$ cat config.mk
export PLATFORM = sky130hd
export DESIGN_NAME = platform_field
export DESIGN_NICKNAME = d
export VERILOG_FILES = /design/src/rtl/platform_field.sv
export SDC_FILE = /design/constraint.sdc
export NUM_CORES = 1
export LEC_CHECK = 0
export BUFFER_PORTS_ARGS = -buffer_cell sky130_fd_sc_hd__buf_2
export CORE_ASPECT_RATIO = 2
export CORE_MARGIN = 8
export CORE_UTILIZATION = 50
export DETAILED_ROUTE_END_ITERATION = 12
export PLACE_DENSITY = 0.72
export SLEW_MARGIN = 25
export SYNTH_ARGS = -nofsm -noshare
export SYNTH_HDL_FRONTEND = slang
export SYNTH_SLANG_ARGS = --single-unit
$ cat constraint.sdc
create_clock -name Clk -period 5.3 [get_ports Clk]
set_clock_uncertainty 0.2 [all_clocks]
set_input_delay 0.53 -clock Clk [delete_from_list [all_inputs] [get_ports Clk]]
set_output_delay 0.53 -clock Clk [all_outputs]
set_load 0.05 [all_outputs]
$ cat src/rtl/platform_field.sv
// Playfield platform store: INIT layout, per-frame scroll, bottom-edge respawn and climb score.
// Define DIFFICULTY_RAMP_EN to shrink platforms as the score grows.
module platform_field #(
   parameter int unsigned W           = 640,
   parameter int unsigned H           = 480,
   parameter int unsigned X_MIN       = 140,
   parameter int unsigned X_MAX       = 499,
   parameter int unsigned PLAT_SIZE   = 60,
   parameter int unsigned SPACING     = 60,
   parameter int unsigned SCROLL_LINE = 160,
   parameter int unsigned MAX_SCROLL  = 8,
   parameter logic [15:0] LFSR_SEED   = 16'hACE1
) (
   input  logic        Clk,
   input  logic        Reset_n,
   input  logic [1:0]  frame_clk_edge,
   input  logic [7:0]  state,
   input  logic [9:0]  Doodle_Y_in,
   output logic [9:0]  Platform_X [8],
   output logic [9:0]  Platform_Y [8],
   output logic [7:0]  platform_size,
   output logic [3:0]  scroll_dy,
   output logic [15:0] score,
   output logic        busy
);

   localparam logic [2:0] StIdle    = 3'd0;
   localparam logic [2:0] StInit    = 3'd1;
   localparam logic [2:0] StPlay    = 3'd2;
   localparam logic [2:0] StScroll  = 3'd3;
   localparam logic [2:0] StRespawn = 3'd4;

   localparam logic [9:0] HY       = 10'(H);
   localparam logic [9:0] XCenter  = 10'((W - PLAT_SIZE) / 2);
   localparam logic [9:0] XSpan    = 10'(X_MAX - X_MIN + 1);

   logic [2:0]  fsm_q, fsm_d;
   logic [2:0]  idx_q, idx_d;
   logic [15:0] lfsr_q, lfsr_d;
   logic [9:0]  plat_x_q [8];
   logic [9:0]  plat_x_d [8];
   logic [9:0]  plat_y_q [8];
   logic [9:0]  plat_y_d [8];
   logic [3:0]  dy_q, dy_d;
   logic [15:0] score_q, score_d;
   logic [7:0]  size_cur;
   logic [9:0]  x_range, rand_r, rand_x;
   logic [9:0]  dy_diff;
   logic [3:0]  dy_new;
   logic [16:0] score_sum;

`ifdef DIFFICULTY_RAMP_EN
   logic [7:0] size_q, size_d;
   logic [6:0] shrink;

   always_comb begin
      shrink = {score_q[15:10], 1'b0};
      size_d = size_q;
      if (fsm_q == StInit) begin
         size_d = 8'(PLAT_SIZE);
      end else if (fsm_q == StScroll) begin
         size_d = (32'(shrink) + 32'd30 >= PLAT_SIZE) ? 8'd30 : 8'(PLAT_SIZE - 32'(shrink));
      end
   end

   always_ff @(posedge Clk) begin
      if (!Reset_n) size_q <= 8'(PLAT_SIZE);
      else          size_q <= size_d;
   end

   assign size_cur = size_q;
`else
   assign size_cur = 8'(PLAT_SIZE);
`endif

   // Single conditional subtract suffices because the X range is at least 256.
   always_comb begin
      x_range = XSpan - {2'b00, size_cur};
      rand_r  = {1'b0, lfsr_q[8:0]};
      if (rand_r >= x_range) rand_r = rand_r - x_range;
      rand_x  = 10'(X_MIN) + rand_r;
   end

   always_comb begin
      dy_diff = 10'(SCROLL_LINE) - Doodle_Y_in;
      if (Doodle_Y_in >= 10'(SCROLL_LINE))   dy_new = 4'd0;
      else if (dy_diff > 10'(MAX_SCROLL))    dy_new = 4'(MAX_SCROLL);
      else                                   dy_new = dy_diff[3:0];
      score_sum = {1'b0, score_q} + 17'(dy_new);
   end

   always_comb begin
      fsm_d    = fsm_q;
      idx_d    = idx_q;
      plat_x_d = plat_x_q;
      plat_y_d = plat_y_q;
      dy_d     = dy_q;
      score_d  = score_q;
      lfsr_d   = {lfsr_q[14:0], lfsr_q[15] ^ lfsr_q[13] ^ lfsr_q[12] ^ lfsr_q[10]};
      case (fsm_q)
         StIdle: begin
            idx_d = 3'd0;
            if (state == 8'd1) fsm_d = StInit;
         end
         StInit: begin
            plat_y_d[idx_q] = 10'(H - 20 - SPACING * {29'd0, idx_q});
            plat_x_d[idx_q] = (idx_q == 3'd0) ? XCenter : rand_x;
            dy_d            = 4'd0;
            score_d         = 16'd0;
            idx_d           = idx_q + 3'd1;
            if (idx_q == 3'd7) fsm_d = StPlay;
         end
         StPlay: begin
            if (state != 8'd1)                fsm_d = StIdle;
            else if (frame_clk_edge == 2'b01) fsm_d = StScroll;
         end
         StScroll: begin
            // Y never exceeds H + MAX_SCROLL here, so the 10-bit store cannot wrap.
            for (int i = 0; i < 8; i++) begin
               plat_y_d[i] = 10'({1'b0, plat_y_q[i]} + 11'(dy_new));
            end
            dy_d    = dy_new;
            score_d = score_sum[16] ? 16'hFFFF : score_sum[15:0];
            idx_d   = 3'd0;
            fsm_d   = StRespawn;
         end
         StRespawn: begin
            if (plat_y_q[idx_q] >= HY) begin
               plat_y_d[idx_q] = plat_y_q[idx_q] - HY;
               plat_x_d[idx_q] = rand_x;
            end
            idx_d = idx_q + 3'd1;
            if (idx_q == 3'd7) fsm_d = StPlay;
         end
         default: fsm_d = StIdle;
      endcase
   end

   always_ff @(posedge Clk) begin
      if (!Reset_n) begin
         fsm_q   <= StIdle;
         idx_q   <= 3'd0;
         lfsr_q  <= LFSR_SEED;
         dy_q    <= 4'd0;
         score_q <= 16'd0;
         for (int i = 0; i < 8; i++) begin
            plat_x_q[i] <= 10'(X_MIN);
            plat_y_q[i] <= HY;
         end
      end else begin
         fsm_q    <= fsm_d;
         idx_q    <= idx_d;
         lfsr_q   <= lfsr_d;
         dy_q     <= dy_d;
         score_q  <= score_d;
         plat_x_q <= plat_x_d;
         plat_y_q <= plat_y_d;
      end
   end

   assign Platform_X    = plat_x_q;
   assign Platform_Y    = plat_y_q;
   assign platform_size = size_cur;
   assign scroll_dy     = dy_q;
   assign score         = score_q;
   assign busy          = (fsm_q == StInit) || (fsm_q == StScroll) || (fsm_q == StRespawn);

endmodule

* After elaboration in Yosys (flattened, before gate mapping)
Index checks and enable logic that the tools add are counted.
** Word-level totals
- Bits in registers :: 202
- Logic and storage cells :: 99
** Operators by class
- Add/subtract/negate cells :: 15
- Multipliers :: 1
- Order comparisons :: 6
- Equality and inequality tests :: 12
- Muxes and demuxes :: 26
- Bitwise operators :: 4
- Reduce and logical (&&, ||, !) cells :: 14
** Operator list (count)
- bitwise mux 80 bit :: 4
- one-hot mux 80 bit (3 select lines) :: 1
- two-way mux 80 bit :: 2
- one-hot mux 80 bit (2 select lines) :: 1
- adder 10 x 4 -> 10 bit :: 8
- two-way mux 10 bit :: 5
- one-hot mux 16 bit (2 select lines) :: 1
- binary-select mux 10 bit (select 3 bit) :: 1
- demux 10 bit (select 3 bit) :: 1
- adder 16 x 4 -> 17 bit :: 1
- two-way mux 16 bit :: 1
- two-way mux 3 bit :: 4
- one-hot mux 3 bit (4 select lines) :: 1
- adder 8 x 10 -> 10 bit (first input constant) :: 1
- greater-or-equal comparator 10 x 8 -> 1 bit (second input constant) :: 1
- greater-or-equal comparator 10 x 9 -> 1 bit (second input constant) :: 1
- > comparator 10 x 4 -> 1 bit (second input constant) :: 1
- subtractor 10 x 9 -> 10 bit (second input constant) :: 1
- subtractor 8 x 10 -> 10 bit (first input constant) :: 1
- subtractor 9 x 9 -> 10 bit (first input constant) :: 1
- subtractor 9 x 9 -> 10 bit (second input constant) :: 1
- greater-or-equal comparator 9 bit (second input constant) :: 1
- equality test 8 x 1 -> 1 bit (second input constant) :: 1
- two-way mux 4 bit :: 2
- other kinds (24) :: 35

* Logic depth before layout (Yosys ltp)
- Depth after elaboration :: 8
- Gate-level depth with buffers :: 17
- Mapped depth without buffers :: 14

* Worst setup path before layout
OpenSTA, ideal clock, no wires.
- Path kind :: input-to-reg
- Start :: input port Doodle_Y_in[0]
- End :: register plat_y_q (netlist bit Platform_Y[18])
- Setup time :: 0.122 ns
- Arrival time :: 4.513 ns
- Data required time :: 4.978 ns
- Setup slack :: 0.465 ns
- Cell stages on the path :: 17
- Path buffers :: 3
- Path through :: inv_1 ha_1 or3b_1 or4_4 a31oi_4 buf_6 buf_12 buf_2 and3_1 ha_1 o21ai_0 nand2b_1 and3_1 a31oi_1 nor4_1 or3_1 a221o_1
** On the way
- Word-level cells in the longest chain between the ends :: 6
- Elaborated cells on any way between the ends :: 7
- Those cells by class :: 2 x add/sub; 2 x order compare; 3 x mux
** Ends and longest elaborated chain
- start: declaration :: RTL line 18 : input logic [9:0] Doodle_Y_in,
- subtractor 8 x 10 -> 10 bit :: RTL line 85 : dy_diff = 10'(SCROLL_LINE) - Doodle_Y_in;
- > comparator 10 x 4 -> 1 bit :: RTL line 87 : else if (dy_diff > 10'(MAX_SCROLL)) dy_new = 4'(MAX_SCROLL);
- two-way mux 4 bit :: RTL line 87
- two-way mux 4 bit (*) :: RTL line 86 : if (Doodle_Y_in >= 10'(SCROLL_LINE)) dy_new = 4'd0;
- adder 10 x 4 -> 10 bit (*) :: RTL line 120 : plat_y_d[i] = 10'({1'b0, plat_y_q[i]} + 11'(dy_new));
- one-hot mux 80 bit (3 select lines) (*) :: RTL line 100 : case (fsm_q)
- end signal: assignment :: RTL line 157 : plat_y_q <= plat_y_d;
- end: declaration :: RTL line 42 : logic [9:0] plat_y_q [8];
Mark *: on every way between the ends. The rest lies on a longest branch, timed or not.
A chain may end at the register's enable or synchronous reset.

* Worst setup path after layout
- Start :: register idx_q[0]
- End :: register plat_y_q (netlist bit Platform_Y[67])
** On the way
- Word-level cells in the longest chain between the ends :: 8
- Elaborated cells on any way between the ends :: 19
- Those cells by class :: 2 x add/sub; 1 x mul; 3 x order compare; 1 x eq/ne; 9 x mux; 1 x bitwise; 2 x reduce/logical
** Ends and longest elaborated chain
- start: declaration :: RTL line 38 : logic [2:0] idx_q, idx_d;
- start signal: assignment :: RTL line 152 : idx_q <= idx_d;
- branches (longest 8 deep; another with subtractor 9 x 9 -> 10 bit)
Parallel ways; which one is timed is not known. The select of a mux whose other input is x is not followed.

==> impl_metrics.tcl <==
set metrics [dict create \
    cts_tree "built" \
    gp_congestion 1.07 \
    yosys-top-cells-count "dfxtp_1, o21ai_0, nand2_1" \
    cts_setup_buffers 0 \
    clock-root-buffer "clkbuf_16" \
    portBuffers 202 \
    arrival_ns 4.70 \
    yosysTopAreaCellShare_pct 30.3 \
    period_share_pct 84.2 \
    total_power_uw 3250 \
    min_period_ns 4.46 \
    cts_hold_buf 0 \
    avgSynthCellArea_um2 8.09 \
    seq_area_frac_synth_pct 30.3 \
    ant_nets 0 \
    clk_pin_slew_ns 0.07 \
    cts_buffer_depth 3 \
    die_h_um 247 \
    crit_family "adder cells" \
    startpoint_type "flip-flop" \
    track_usage_pct 33.8 \
    wl_um 57100 \
    wl_per_cell_um 26.7 \
    syn_area_um2 13300 \
    cts_buffers 20 \
    worstHoldStart "frame_clk_edge[1]" \
    post-place-ws_ns 0.435 \
    hold_violations 0 \
    grt_setup_unrepaired "no" \
    crit_top_cell "fa_1" \
    crit_path_max_incr_delay_ns 0.73 \
    fmax_mhz 224 \
    htreeDepth 1 \
    clock_latency_ns 0.54 \
    tns_ns 0 \
    rr_startpoint "idx_q[0]$_SDFFE_PN0P_" \
    slew_viol_final 0 \
    die_area_um2 32500 \
    required_ns 5.54 \
    start_util_pct 50.7 \
    end_kind "flip-flop" \
    yosysWarnings 0 \
    ir_worst_vdd_v 0.000233 \
    cp_slowest_cell "dfxtp_2" \
    path_class "flip-flop to flip-flop" \
    drc_errors 0 \
    p_leak_uw 0.00593 \
    drtIter0Drc 1634 \
    finish.utilization_pct 57.9 \
    fp.coreArea_um2 26300 \
    synth_flop_cell "dfxtp_1" \
    place_area_um2 14500 \
    die-width_um 131 \
    diodes 0 \
    pin_count 211 \
    synth_edf_count 0 \
    dr.pass1.iters 6 \
    gr-total-overflow 0 \
    vias_per_cell 6.79 \
    synthArstFlopShare_pct 0 \
    path_buf_inv 0 \
    dr_total_vias 14525 \
    finalSetupViolCount 0 \
    drive_gt1_share_pct 20.1 \
    setup_slack_ns 0.838 \
    syn_inst 1647 \
    postCtsResizedCells 0 \
    synth_seq_cells 202 \
    reg2reg_slack_ns 0.84 \
    synth.most_common_cell "dfxtp_1" \
    startpoint "idx_q[0]$_SDFFE_PN0P_" \
    stdcell_area_um2 15200 \
    run_status "finished clean" \
    synth.area.top_cells "dfxtp_1, o21ai_0, ha_1, a21oi_1, nand2_1" \
    clock-sinks 202 \
    hold_class "primary input to flip-flop" \
    grt_first_pass_wirelength_um 85500 \
    path_max_fanout 19 \
    syn_to_final_growth_pct 14.0 \
    fin_nets 1858 \
    grt_max_degree 66 \
    dpl.hpwl_um 40400 \
    drv_cap 0 \
    grt_pass1_vias 14042 \
    power.density_nw_per_um2 214 \
    synth_area_leader_cell "dfxtp_1" \
    relSlewSlack_pct 25.0 \
    num_rows 84 \
    path_cells "fa_1 > ha_1 > fa_1 > xnor2_1 > a21o_1 > xor3_1 > nor2_1 > nand2_1 > a221o_1 > o2111ai_1" \
    ys_types 93 \
    tightest_slew_ns 1.12 \
    antenna_found_initial 2 \
]
[through the flow]
step	std cells	hold slack, ns
after floorplan	1653	0.186
after global placement	2102	0.196
after detailed placement	2102	0.198
after CTS	2138	0.105
after global routing	2138	0.111
final	2138	0.105
[routing by layer]
metal  global-route usage [%]  vias to the layer above  wire length [µm]
li1                         -                     6478                 -
met1                     34.0                     6820             18900
met2                     58.3                      915             27400
met3                     8.43                      310              5590
met4                     28.2                        2              5170
met5                        0                        -                14
[layout make-up]
type / instances / area (µm²)
clock buffers: 26 / 574
well taps: 344 / 430
multi-input cells: 1280 / 8580
flip-flops and latches: 202 / 4050
fillers: 2507 / 11100
repair buffers: 250 / 1370
inverters: 26 / 97.6
clock inverters: 10 / 98.8
[power breakdown]
part           internal (µW)  leakage, µW  switching [µW]  total (µW)
clock network            827     0.000327             686        1510
logic                   55.7      0.00397             131         186
registers               1530      0.00163            15.9        1550
total                   2410      0.00593             833        3250
[worst paths after layout]
path                            endpoint  depth (start not counted)
min reg2reg        lfsr_q[15]$_SDFF_PN1_                          1
max          Platform_Y[67]$_SDFFE_PN1P_                         10
max reg2reg  Platform_Y[67]$_SDFFE_PN1P_                         10
min                fsm_q[0]$_SDFFE_PN0P_                          3
[flip-flops by register name, summed over array words and instances (netlist names)]
signal	cells
score	16
fsm_q	3
Platform_X	80
lfsr_q	16
scroll_dy	4
idx_q	3
Platform_Y	80
[layout by cell type (no fill, tap or decap), types with 23 or more instances in the layout]
cell	synthesis	routed
nor2_1	113	113
nand2_1	127	124
nor3_1	72	72
o21ai_0	145	142
a211oi_1	23	23
a31oi_1	31	31
inv_1	24	24
buf_2	21	201
nand3_1	79	79
xnor2_1	31	31
ha_1	53	53
a21oi_1	117	115
buf_4	10	49
a221oi_1	25	25
dfxtp_1	202	201
mux2i_1	34	34
[worst register-to-register path, cell delays in order (launching register included)]
cell,delay (ns)
dfxtp_2,0.73
fa_1,0.58
ha_1,0.27
fa_1,0.41
xnor2_1,0.35
a21o_1,0.18
xor3_1,0.22
nor2_1,0.73
nand2_1,0.11
a221o_1,0.47
o2111ai_1,0.13
[logic make-up (layout without fill, tap and decap cells)]
logic type	count (synthesis)	count (layout)	share of synthesized area, %
AO/OA/AOI/OAI	554	554	28.1
XOR/XNOR	42	42	2.87
adder cells (fa/ha/maj)	60	60	5.73
buffers and inverters	171	312	5.68
flip-flops	202	202	30.3
multiplexers	57	57	6.19
other	2	8	0.0563
AND/OR/NAND/NOR	559	559	21.0
Power figures use the tool's default switching activity.
